[src/rtl/spin_seq_pkg.sv]
// Shared types and constants for the spin run sequencer: FSM state encoding
// and the default spin-word width and RF depth.
package spin_seq_pkg;

  localparam int N_SPIN   = 50;
  localparam int RF_DEPTH = 200;

  typedef enum logic [2:0] {
    S_IDLE,
    S_ANNEAL,
    S_SETTLE,
    S_SAMPLE,
    S_GAP,
    S_DONE
  } state_e;

  // Run + rerun total, clamped to the number of RF entries available.
  function automatic logic [8:0] sat_total(input logic [7:0] runs,
                                           input logic [7:0] reruns,
                                           input logic [8:0] depth);
    logic [8:0] sum;
    sum = {1'b0, runs} + {1'b0, reruns};
    return (sum > depth) ? depth : sum;
  endfunction

endpackage

[src/rtl/spin_seq_edge_det.sv]
// Registered rising-edge detector: pulses for the cycle in which the input is
// high and its registered copy is still low.
module spin_seq_edge_det (
  input  logic i_clk,
  input  logic i_rst,
  input  logic i_sig,
  output logic o_rise
);

  logic r_sig_q;

  // NOTE: sequential state is written with <= only, so every flop samples the
  // pre-edge value of its neighbours regardless of statement order.
  always_ff @(posedge i_clk) begin
    if (i_rst) r_sig_q <= 1'b0;
    else       r_sig_q <= i_sig;
  end

  assign o_rise = i_sig & ~r_sig_q;

endmodule

[src/rtl/spin_run_sequencer.sv]
// Anneal run sequencer: drives CCII, waits settle, samples the spin array and
// strobes each captured word out; holds final_run once all runs are done.
module spin_run_sequencer #(
  parameter int N_SPIN   = spin_seq_pkg::N_SPIN,
  parameter int RF_DEPTH = spin_seq_pkg::RF_DEPTH,
  parameter int ANNEAL_W = 16,
  parameter int SETTLE_W = 8
) (
  input  logic                i_clk,
  input  logic                i_rst,
  input  logic                conf_sys_ctrl_reg_RESET,
  input  logic                conf_sys_ctrl_reg_START,
  input  logic [7:0]          conf_reg_total_run_count,
  input  logic [7:0]          conf_reg_total_rerun_count,
  input  logic [ANNEAL_W-1:0] conf_reg_anneal_cycles,
  input  logic [SETTLE_W-1:0] conf_reg_settle_cycles,
  input  logic [N_SPIN-1:0]   spin_raw,
  output logic                config_dig_spin_CCII_ena,
  output logic                config_dig_spin_read_out_ena,
  output logic                config_dig_spin_read_out_ena_q,
  output logic [N_SPIN-1:0]   spin_read_out,
  output logic                final_run,
  output logic [7:0]          run_index,
  output logic                busy
);

  import spin_seq_pkg::*;

  state_e              r_state, w_state_nxt;
  logic [ANNEAL_W-1:0] r_cnt, w_cnt_nxt;
  logic [7:0]          r_run_index;
  logic [8:0]          r_total;
  logic [N_SPIN-1:0]   r_spin;
  logic                r_ro_q;

  logic                w_reset_edge, w_start_edge;
  logic [8:0]          w_total_sat;
  logic                w_last_run, w_run_inc, w_load_total;
  logic [ANNEAL_W-1:0] w_anneal_load, w_settle_load;

  spin_seq_edge_det u_reset_edge (
    .i_clk (i_clk),
    .i_rst (i_rst),
    .i_sig (conf_sys_ctrl_reg_RESET),
    .o_rise(w_reset_edge)
  );

  spin_seq_edge_det u_start_edge (
    .i_clk (i_clk),
    .i_rst (i_rst),
    .i_sig (conf_sys_ctrl_reg_START),
    .o_rise(w_start_edge)
  );

  assign w_total_sat   = sat_total(conf_reg_total_run_count, conf_reg_total_rerun_count,
                                   9'(RF_DEPTH));
  assign w_last_run    = (({1'b0, r_run_index} + 9'd1) == r_total);
  // Counter holds "cycles remaining minus one", so an anneal of 0 behaves as 1.
  assign w_anneal_load = (conf_reg_anneal_cycles == '0) ? '0 : conf_reg_anneal_cycles - 1'b1;
  assign w_settle_load = ANNEAL_W'(conf_reg_settle_cycles) - 1'b1;

  // NOTE: every signal written here gets a default first, so no path through
  // the case can leave one unassigned and infer a latch.
  always_comb begin
    w_state_nxt  = r_state;
    w_cnt_nxt    = r_cnt;
    w_run_inc    = 1'b0;
    w_load_total = 1'b0;
    case (r_state)
      S_IDLE: begin
        if (w_start_edge) begin
          w_load_total = 1'b1;
          if (w_total_sat == 9'd0) begin
            w_state_nxt = S_DONE;
          end else begin
            w_state_nxt = S_ANNEAL;
            w_cnt_nxt   = w_anneal_load;
          end
        end
      end
      S_ANNEAL: begin
        if (r_cnt != '0) begin
          w_cnt_nxt = r_cnt - 1'b1;
        end else if (conf_reg_settle_cycles == '0) begin
          w_state_nxt = S_SAMPLE;
        end else begin
          w_state_nxt = S_SETTLE;
          w_cnt_nxt   = w_settle_load;
        end
      end
      S_SETTLE: begin
        if (r_cnt != '0) w_cnt_nxt   = r_cnt - 1'b1;
        else             w_state_nxt = S_SAMPLE;
      end
      S_SAMPLE: begin
        w_state_nxt = S_GAP;
        w_cnt_nxt   = ANNEAL_W'(1);
      end
      S_GAP: begin
        if (r_cnt != '0) begin
          w_cnt_nxt = r_cnt - 1'b1;
        end else if (w_last_run) begin
          w_state_nxt = S_DONE;
        end else begin
          w_state_nxt = S_ANNEAL;
          w_cnt_nxt   = w_anneal_load;
          w_run_inc   = 1'b1;
        end
      end
      S_DONE:  w_state_nxt = S_DONE;
      default: w_state_nxt = S_IDLE;
    endcase
  end

  // NOTE: the captured spin word is a plain register, not a memory, so it is
  // reset along with the rest of the state and reads 0 until the first sample.
  always_ff @(posedge i_clk) begin
    if (i_rst || w_reset_edge) begin
      r_state     <= S_IDLE;
      r_cnt       <= '0;
      r_run_index <= '0;
      r_total     <= '0;
      r_spin      <= '0;
      r_ro_q      <= 1'b0;
    end else begin
      r_state <= w_state_nxt;
      r_cnt   <= w_cnt_nxt;
      r_ro_q  <= (r_state == S_SAMPLE);
      if (w_load_total)          r_total     <= w_total_sat;
      if (w_run_inc)             r_run_index <= r_run_index + 8'd1;
      if (r_state == S_SAMPLE)   r_spin      <= spin_raw;
    end
  end

  assign config_dig_spin_CCII_ena       = (r_state == S_ANNEAL);
  assign config_dig_spin_read_out_ena   = (r_state == S_SAMPLE);
  assign config_dig_spin_read_out_ena_q = r_ro_q;
  assign spin_read_out                  = r_spin;
  assign final_run                      = (r_state == S_DONE);
  assign run_index                      = r_run_index;
  assign busy                           = (r_state != S_IDLE) && (r_state != S_DONE);

endmodule

[config.mk]
export PLATFORM = sky130hd
export DESIGN_NAME = spin_run_sequencer
export DESIGN_NICKNAME = d
export VERILOG_FILES = /design/src/rtl/spin_seq_pkg.sv /design/src/rtl/spin_seq_edge_det.sv /design/src/rtl/spin_run_sequencer.sv
export SDC_FILE = /design/constraint.sdc
export NUM_CORES = 1
export LEC_CHECK = 0
export ABC_AREA = 1
export BUFFER_PORTS_ARGS = -buffer_cell sky130_fd_sc_hd__clkbuf_2
export CAP_MARGIN = 30
export CELL_PAD_IN_SITES_DETAIL_PLACEMENT = 1
export CELL_PAD_IN_SITES_GLOBAL_PLACEMENT = 1
export CORE_MARGIN = 4
export CORE_UTILIZATION = 40
export CTS_BUF_LIST = sky130_fd_sc_hd__clkbuf_8
export CTS_CLUSTER_SIZE = 12
export DETAILED_ROUTE_END_ITERATION = 16
export PLACE_DENSITY_LB_ADDON = 0.1
export REMOVE_ABC_BUFFERS = 1
export SLEW_MARGIN = 40
export SYNTH_ARGS = -nofsm -noshare
export SYNTH_HDL_FRONTEND = slang
export SYNTH_SLANG_ARGS = --single-unit
[constraint.sdc]
create_clock -name i_clk -period 5.6 [get_ports i_clk]
set_clock_uncertainty 0.15 [all_clocks]
set_input_delay 0.84 -clock i_clk [delete_from_list [all_inputs] [get_ports i_clk]]
set_output_delay 0.84 -clock i_clk [all_outputs]
set_load 0.05 [all_outputs]
* Yosys cells after proc, flatten, opt, wreduce, memory -nomap -nowiden *
Index checks and enable logic that the tools add are counted.

word-level totals
  register bits after elaboration = 89
  bits of input ports = 94
  output and inout bits = 63
  word-level logic and storage cells = 68

operators by class
  add/sub/neg operators = 6
  order comparisons = 1
  equal/unequal tests = 15
  mux-type cells = 23
  bitwise logic cells = 4
  reductions and logical operators = 11

operator list
  kind                   number
  $mux 16                8
  $pmux 16 s5            1
  $sub 16x1->16 const B  2
  $mux 3                 6
  $pmux 3 s6             1
  $logic_not 16->1       1
  $reduce_bool 16->1     1
  $ne 2x2->1 const B     5
  $add 8x1->9 const B    1
  $add 8x8->9            1
  $eq 9x9->1             1
  $gt 9x8->1 const B     1
  $logic_not 9->1        1
  $mux 9                 1
  $ne 3x3->1 const B     3
  $sub 8x1->9 const B    1
  $add 8x1->8 const B    1
  $logic_not 8->1        1
  $eq 3x2->1 const B     2
  $eq 3x3->1 const B     2
  $mux 1                 6
  $reduce_and 6->1       1
  $reduce_bool 5->1      1
  $reduce_and 4->1       1
  8 further kinds        10

* Depth between registers and ports, before layout *
Gate-level depths: netlist of the first run.

  depth after elaboration = 7
  gate-level depth with buffers = 17
  depth with buffers taken out = 16

* Modules after synthesis *
A second synthesis of the first run with hierarchy kept.

second synthesis, totals
  cells, all modules = 963
  area, all modules = 5856.9 sq um

modules (own cells, without submodules)
  module              times used  cells an instance  area each (sq um)  sequential area each (sq um)
  spin_run_sequencer  1           955                5794.3             1741.7
  spin_seq_edge_det   2           4                  31.3               20.0

* Least setup slack after synthesis of the first run *
Ideal clock, no wire load.

  path type = register -> output
  from = register r_state[2]
  to = output busy
  data arrival time = 2177 ps
  required time = 4610 ps
  path slack = 2433 ps
  cell stages (with the launch flop) = 4
  buffers on the path = 0
  cells stage by stage = dfxtp_1 > inv_1 > nor3_1 > nor2_1

on the way
  word-level cells in the longest chain between the ends = 2
  elaborated cells between the ends (all ways) = 3
  classes of those cells = eq/ne: 1; reduce/logical: 2

RTL lines
  element                                                 line                       RTL
  start: declaration                                      spin_run_sequencer.sv:29   state_e r_state, w_state_nxt;
  start signal: assignment                                spin_run_sequencer.sv:126  r_state <= w_state_nxt;
  $ne 3x3->1 / $reduce_bool 3->1 (equally long branches)  spin_run_sequencer.sv:141  assign busy = (r_state != S_IDLE) && (r_state != S_DONE);
  $logic_and 1x1->1 *                                     spin_run_sequencer.sv:141
  end: declaration                                        spin_run_sequencer.sv:24   output logic busy

Mark *: on every way between the ends. The rest lies on a longest branch, timed or not.

* Worst setup path in the final report of the first run *
  from = register r_state[0]
  to = output config_dig_spin_read_out_ena

on the way
  word-level cells in the longest chain between the ends = 1

RTL lines
  element           line                       RTL
  $eq 3x2->1        spin_run_sequencer.sv:136  assign config_dig_spin_read_out_ena = (r_state == S_SAMPLE);
  end: declaration  spin_run_sequencer.sv:19   output logic config_dig_spin_read_out_ena,

Every way passes these cells.

==> flow_summary_export.csv, run 1 <==
group,metric,value,unit
outcome,status,"finished clean",
floorplanning,io_pins,157,
final_layout,drive_gt1_frac,0.197,
sta,max_slew.worst_pin.slew,0.664,ns
clocking,numCtsBuffers,9,
power_and_ir_drop,p_int,1.09,mW
final_layout,finish.utilization,0.492,
clocking,cts_tree,"done",
route,viasPerCell,5.00,
route,drt-wirelength-per-cell,14.0,um
yosys,synth_common_cells,"nor2_1 (224), nand2_1 (171), dfxtp_1 (89)",
grt,use_met3,0.0559,
floorplanning,num_rows,42,
clocking,ctsHoldBuffers,0,
yosys,synth_top_area_frac,0.322,
placement,hpwlAfterDp,13.1,mm
final_layout,fin_area,6590,um^2
setup_path,worstSetupStartpointType,"flop",
route,drc_errors,0,
final_layout,area_growth,19.3,%
setup_path,timing.critical_path.cells,"inv_1 -> nor2_1 -> inv_1 -> nor2_2 -> buf_4 -> clkbuf_2",
route,drt_iter0_drc,255,
placement,io_buffers,156,
yosys,yosys_most_used_dff,"dfxtp_1",
sta,slew_headroom,0.557,
setup_path,critPathMostFrequentCell,"inv_1",
clocking,cts_root_buffer,"clkbuf_8",
setup_path,crit_path_top_delay_cell,"buf_4",
floorplanning,initial_core_util,0.412,
clocking,cts.clk_slew.worst_paths,0.10,ns
grt,grt_max_degree,77,
placement,gp_congestion,0.882,
power_and_ir_drop,p_switching,0.795,mW
power_and_ir_drop,pwr-share-clk,0.231,
sta,period_share,0.533,
clocking,htreeDepth,3,
route,wirelength,17.0,mm
setup_path,arrival,2.00,ns
sta,max_clock_freq,335,MHz
floorplanning,die_w,126,um
power_and_ir_drop,swShare,0.423,
yosys,yosysWarnings,0,
setup_path,critical_path_buf_inv_count,4,
grt,grt_pass1_vias,6100,
worst_hold_path,hold_path_class,"flop to flop",
power_and_ir_drop,powerDensity,285,nW/um^2
final_layout,nets,1135,
setup_path,cp_slowest_stage_delay,0.41,ns
grt,grt_pass1_wl,28.6,mm
grt,overflow,0,
sta,finalHoldViolCount,0,
clocking,ctsResizeCount,0,
yosys,synth_edf_count,0,
power_and_ir_drop,total_leakage_power,3.42,nW
power_and_ir_drop,power_frac_seq,0.376,
yosys,yosys-top-cells-area,"dfxtp_1 (32%), nor2_1 (15%), nand2_1 (12%)",
yosys,ys_types,37,
final_layout,fillers,1890,
yosys,syn-instance-count,890,
setup_path,cp_max_fo,53,
route,postRouteAntennaNets,0,
sta,grt_setup_unrepaired,"no",
job,drv_cap,0,
route,first_pass_iters,4,
sta,fin_setup_tns,0,ns
yosys,syn_area,5530,um^2
grt,grt_antenna_before_repair,0,
floorplanning,core_area,13400,um^2
clocking,worst_skew_pair.late_latency,0.37,ns
setup_path,criticalPathCategory,"flop to output pin",
power_and_ir_drop,total_power,1.88,mW
sta,holdWs,0.321,ns
floorplanning,dieArea,15800,um^2
clocking,cts.sinks,89,
final_layout,multi_input_area,3280,um^2
sta,maxSlewViolCount,0,
setup_path,end_kind,"output pin",
yosys,yosys.area.top_type,"dfxtp_1",
final_layout,antenna_cells,0,
grt,grtUsageMet1,0.280,
power_and_ir_drop,ir_drop,144,uV
grt,busiest_layer,"met2",
yosys,syn_avg_cell_area,6.21,um^2
grt,grtUsageMet2,0.352,
clocking,post_cts_buffers,0,
route,vias,6047,
sta,final.min_clock_period,2.99,ns
clocking,clockBufferDepth,2,
placement,place_area,6400,um^2
yosys,synth-async-reset-ratio,0,
yosys,yosysMostFrequentCell,"nor2_1",
yosys,yosysSeqAreaShare,0.322,
floorplanning,fp.dieH,126,um
sta,setup_viol,0,
yosys,yosys_register_bits,89,
grt,grt_usage,0.215,
setup_path,crit_family,"buffers and inverters",
final_layout,regArea,1780,um^2
setup_path,critPathRequiredTime,4.61,ns
power_and_ir_drop,p_comb_frac,0.393,
[cell usage in the layout (no fill, tap or decap), drive strengths merged, types with 2 or more instances in the layout]
master / synthesis / final
nand4: 5 / 5
inv: 80 / 83
xnor2: 10 / 10
a21oi: 37 / 37
xor2: 20 / 20
ha: 12 / 12
nand3: 86 / 86
dfxtp: 89 / 89
nand2: 175 / 175
clkbuf: 18 / 165
nor2: 232 / 232
a22oi: 2 / 2
o22ai: 3 / 3
buf: 15 / 4
o211ai: 2 / 2
or2: 5 / 5
a211oi: 5 / 5
nor3: 10 / 10
clkinv: 0 / 3
o21ai: 79 / 79
[worst register-to-register path: cells and delay by family, from the launching register on]
family | cells | cell delay, ns
AO/OA/AOI/OAI | 1 | 0.09
AND/OR/NAND/NOR | 10 | 1.39
adder cells (fa/ha/maj) | 1 | 0.21
flip-flops | 1 | 0.37
buffers and inverters | 3 | 0.59
[metrics by stage]
step	cells	setup slack (ns)
2_1_floorplan	857	1.57
3_3_place_gp	1193	2.36
3_5_place_dp	1193	2.26
4_1_cts	1209	2.58
5_1_grt	1209	2.39
6_report	1209	2.61
[sequential cells by signal (all words and copies together), names as in the netlist]
register,cells
run_index,8
r_state,3
r_cnt,16
u_start_edge.r_sig_q,1
spin_read_out,50
config_dig_spin_read_out_ena_q,1
u_reset_edge.r_sig_q,1
r_total,9
[power by group through the flow]
stage | sequential (mW) | combinational (mW) | clock (mW)
detailed placement | 0.721 | 0.740 | 0
global placement | 0.719 | 0.727 | 0
floorplan | 0.739 | 0.507 | 0
finish | 0.707 | 0.740 | 0.435
CTS | 0.707 | 0.744 | 0.452
global route | 0.714 | 0.839 | 0.479
[final cells by class]
class | instances | share of cell area
multi-input cells | 688 | 0.498
flip-flops and latches | 89 | 0.270
inverters | 80 | 0.0459
well taps | 176 | 0.0334
repair buffers | 160 | 0.123
clock buffers | 9 | 0.0188
clock inverters | 7 | 0.0110
[metal layers]
metal | vias up | wire, um
met2 | 140 | 7640
met4 | 0 | 280
met3 | 23 | 1270
met1 | 2768 | 7780
met5 | - | 0
li1 | 3116 | -
[cells by family after synthesis]
group,synth area share
buffers and inverters,0.0856
xor gates and xnor gates,0.0476
AOI/OAI and AO/OA,0.125
DFF,0.322
adders and majority gates,0.0308
and+or+nand+nor,0.388
[path summary, 6_finish.rpt]
check | start | cells past startpoint | slack [ns] | to
worst min-delay path | r_total[8]$_SDFFE_PP0P_ | 2 | 0.32 | r_total[8]$_SDFFE_PP0P_
worst max-delay path | r_state[0]$_SDFFE_PP0P_ | 6 | 2.61 | config_dig_spin_read_out_ena
worst min register to register | r_total[8]$_SDFFE_PP0P_ | 2 | 0.32 | r_total[8]$_SDFFE_PP0P_
worst max register to register | r_cnt[0]$_SDFFE_PP0P_ | 15 | 2.72 | r_cnt[15]$_SDFFE_PP0P_
No activity file was read; power rests on OpenSTA's default activity.
==> run 2, diff against run 1 <==
--- a/config.mk
+++ b/config.mk
@@ -11,7 +11,7 @@
 export CELL_PAD_IN_SITES_DETAIL_PLACEMENT = 1
 export CELL_PAD_IN_SITES_GLOBAL_PLACEMENT = 1
 export CORE_MARGIN = 4
-export CORE_UTILIZATION = 40
+export CORE_UTILIZATION = 37
 export CTS_BUF_LIST = sky130_fd_sc_hd__clkbuf_8
 export CTS_CLUSTER_SIZE = 12
 export DETAILED_ROUTE_END_ITERATION = 16
==> constraint.sdc (replaced) <==
create_clock -name i_clk -period 3.1 [get_ports i_clk]
set_clock_uncertainty 0.15 [all_clocks]
set_input_delay 0.465 -clock i_clk [delete_from_list [all_inputs] [get_ports i_clk]]
set_output_delay 0.465 -clock i_clk [all_outputs]
set_load 0.05 [all_outputs]
==> flow_summary_export.csv, run 2 (synthesized netlist as in run 1, its figures left out) <==
group,metric,value,unit
route,dr_wl_met3,1.52,mm
clocking,cts_tree,"done",
sta,fin_setup_tns,0,ns
grt,grt_antenna_before_repair,0,
setup_path,rr_endpoint,"r_cnt[15]$_SDFFE_PP0P_",
final_layout,drive_gt1_frac,0.201,
route,drt-met1-wl,8.11,mm
setup_path,rr_worst_depth,15,
floorplanning,initial_core_util,0.379,
job,drv_cap,0,
power_and_ir_drop,total_leakage_power,3.48,nW
route,highest_layer,"met4",
grt,grt_usage,0.219,
floorplanning,num_rows,44,
setup_path,timing.rr.start,"r_cnt[0]$_SDFFE_PP0P_",
worst_hold_path,hold_path_class,"input pin to flop",
setup_path,arrival,2.79,ns
route,postRouteAntennaNets,0,
route,viasPerCell,5.00,
outcome,status,"finished clean",
grt,grt_pass1_vias,6111,
worst_hold_path,min_to,"spin_read_out[36]$_SDFFE_PP0P_",
setup_path,worstSetupStartpointType,"flop",
sta,maxSlewViolCount,0,
final_layout,area_growth,21.4,%
placement,gp_congestion,0.841,
clocking,clockBufferDepth,2,
route,wl_met2,8.28,mm
sta,final.min_clock_period,2.65,ns
final_layout,antenna_cells,0,
worst_hold_path,hold_depth,3,
final_layout,final_common_cell,"nor2_1",
setup_path,end_kind,"flop",
setup_path,cp_max_fo,12,
route,drt-wirelength-per-cell,14.9,um
floorplanning,core_area,14600,um^2
sta,holdWs,0.133,ns
clocking,ctsResizeCount,0,
grt,grt_max_degree,67,
final_layout,instances_no_fill,1222,
grt,overflow,0,
floorplanning,io_pins,157,
grt,grt_pass1_wl,29.8,mm
route,first_pass_iters,4,
clocking,htreeDepth,3,
power_and_ir_drop,powerDensity,541,nW/um^2
final_layout,finish.utilization,0.460,
sta,grt_setup_unrepaired,"no",
route,drc_errors,0,
final_layout,largest_reg_flops,50,
clocking,post_cts_buffers,0,
clocking,worst_skew_pair.late_latency,0.39,ns
setup_path,crit_path_top_delay_cell,"inv_1",
sta,finalHoldViolCount,0,
clocking,cts.sinks,89,
sta,max_slew.worst_pin.slew,0.561,ns
clocking,ctsHoldBuffers,0,
setup_path,critPathRequiredTime,3.24,ns
setup_path,timing.critical_path.cells,"inv_1 -> ha_1 -> nand2_1 -> nor2_1 -> nand2_1 -> inv_1 -> nand2_1 -> nand3_1 -> o21ai_0 -> inv_1 -> nand2_1 -> nor2_1 -> nand3_1 -> nand2_1 -> nor2_1",
route,wirelength,18.2,mm
sta,period_share,0.854,
sta,setup_viol,0,
sta,max_clock_freq,378,MHz
setup_path,ff2ff_setup_slack,0.45,ns
setup_path,criticalPathCategory,"flop to flop",
placement,io_buffers,156,
sta,slew_headroom,0.623,
clocking,cts.clk_slew.worst_paths,0.11,ns
setup_path,cp_slowest_stage_delay,0.38,ns
clocking,cts_root_buffer,"clkbuf_8",
clocking,numCtsBuffers,9,
floorplanning,dieArea,17000,um^2
final_layout,nets,1140,
power_and_ir_drop,ir_drop,233,uV
route,vias,6104,
floorplanning,die_w,130,um
placement,placed_cells,1206,
power_and_ir_drop,total_power,3.63,mW
setup_path,critPathMostFrequentCell,"nand2_1",
route,drt_iter0_drc,206,
floorplanning,fp.dieH,130,um
placement,hpwlAfterDp,14.1,mm
worst_hold_path,min-delay-start,"spin_raw[36]",
final_layout,layout_common_cells,"nor2_1 (222), nand2_1 (171), clkbuf_2 (156)",
setup_path,critical_path_buf_inv_count,3,
setup_path,crit_family,"simple AND/OR/NAND/NOR gates",
[run 2: power breakdown]
group          total, mW  leakage [nW]  internal, mW  switching [mW]
Combinational       1.38          2.64         0.457           0.920
Clock              0.977         0.122         0.494           0.482
Sequential          1.28         0.721          1.21          0.0654
Total               3.63          3.48          2.16            1.47
[run 2: how the worst max path moves through the flow]
stage / from / end / slack (ns) / depth (start not counted)
after floorplan: r_state[0]$_SDFFE_PP0P_ / r_cnt[0]$_SDFFE_PP0P_ / -0.93 / 10
after global placement: conf_reg_total_run_count[0] / r_cnt[3]$_SDFFE_PP0P_ / 0.22 / 14
after detailed placement: conf_reg_total_run_count[0] / r_cnt[7]$_SDFFE_PP0P_ / 0.17 / 14
after CTS: r_cnt[0]$_SDFFE_PP0P_ / r_cnt[15]$_SDFFE_PP0P_ / 0.51 / 15
after global routing: r_cnt[0]$_SDFFE_PP0P_ / r_cnt[15]$_SDFFE_PP0P_ / 0.13 / 15
final: r_cnt[0]$_SDFFE_PP0P_ / r_cnt[15]$_SDFFE_PP0P_ / 0.45 / 15
[run 2: final cells by class]
cell class                      instances  area (um^2)
Clock buffer                           10          138
Clock inverter                          6          105
Fill cell                            2057         7880
Inverter                               80          300
Multi-Input combinational cell        688         3280
Sequential cell                        89         1780
Tap cell                              184          230
Timing Repair Buffer                  165          873
[run 2: per-stage QoR]
stage	area [um^2]	setup slack, ns
6_report	6710	0.452
5_1_grt	6710	0.131
4_1_cts	6710	0.505
3_5_place_dp	6470	0.172
3_3_place_gp	6470	0.219
2_1_floorplan	5350	-0.929
[run 2: layer usage]
layer,global-route usage,up-vias
met4,0.0733,0
met2,0.359,145
met3,0.0667,21
met1,0.273,2811
met5,0,-
li1,-,3127
[run 2: worst min-delay path: cells and delay by family]
kind / cells / cell delay, ns
simple gates: 2 / 0.11
buf+inv: 1 / 0.07
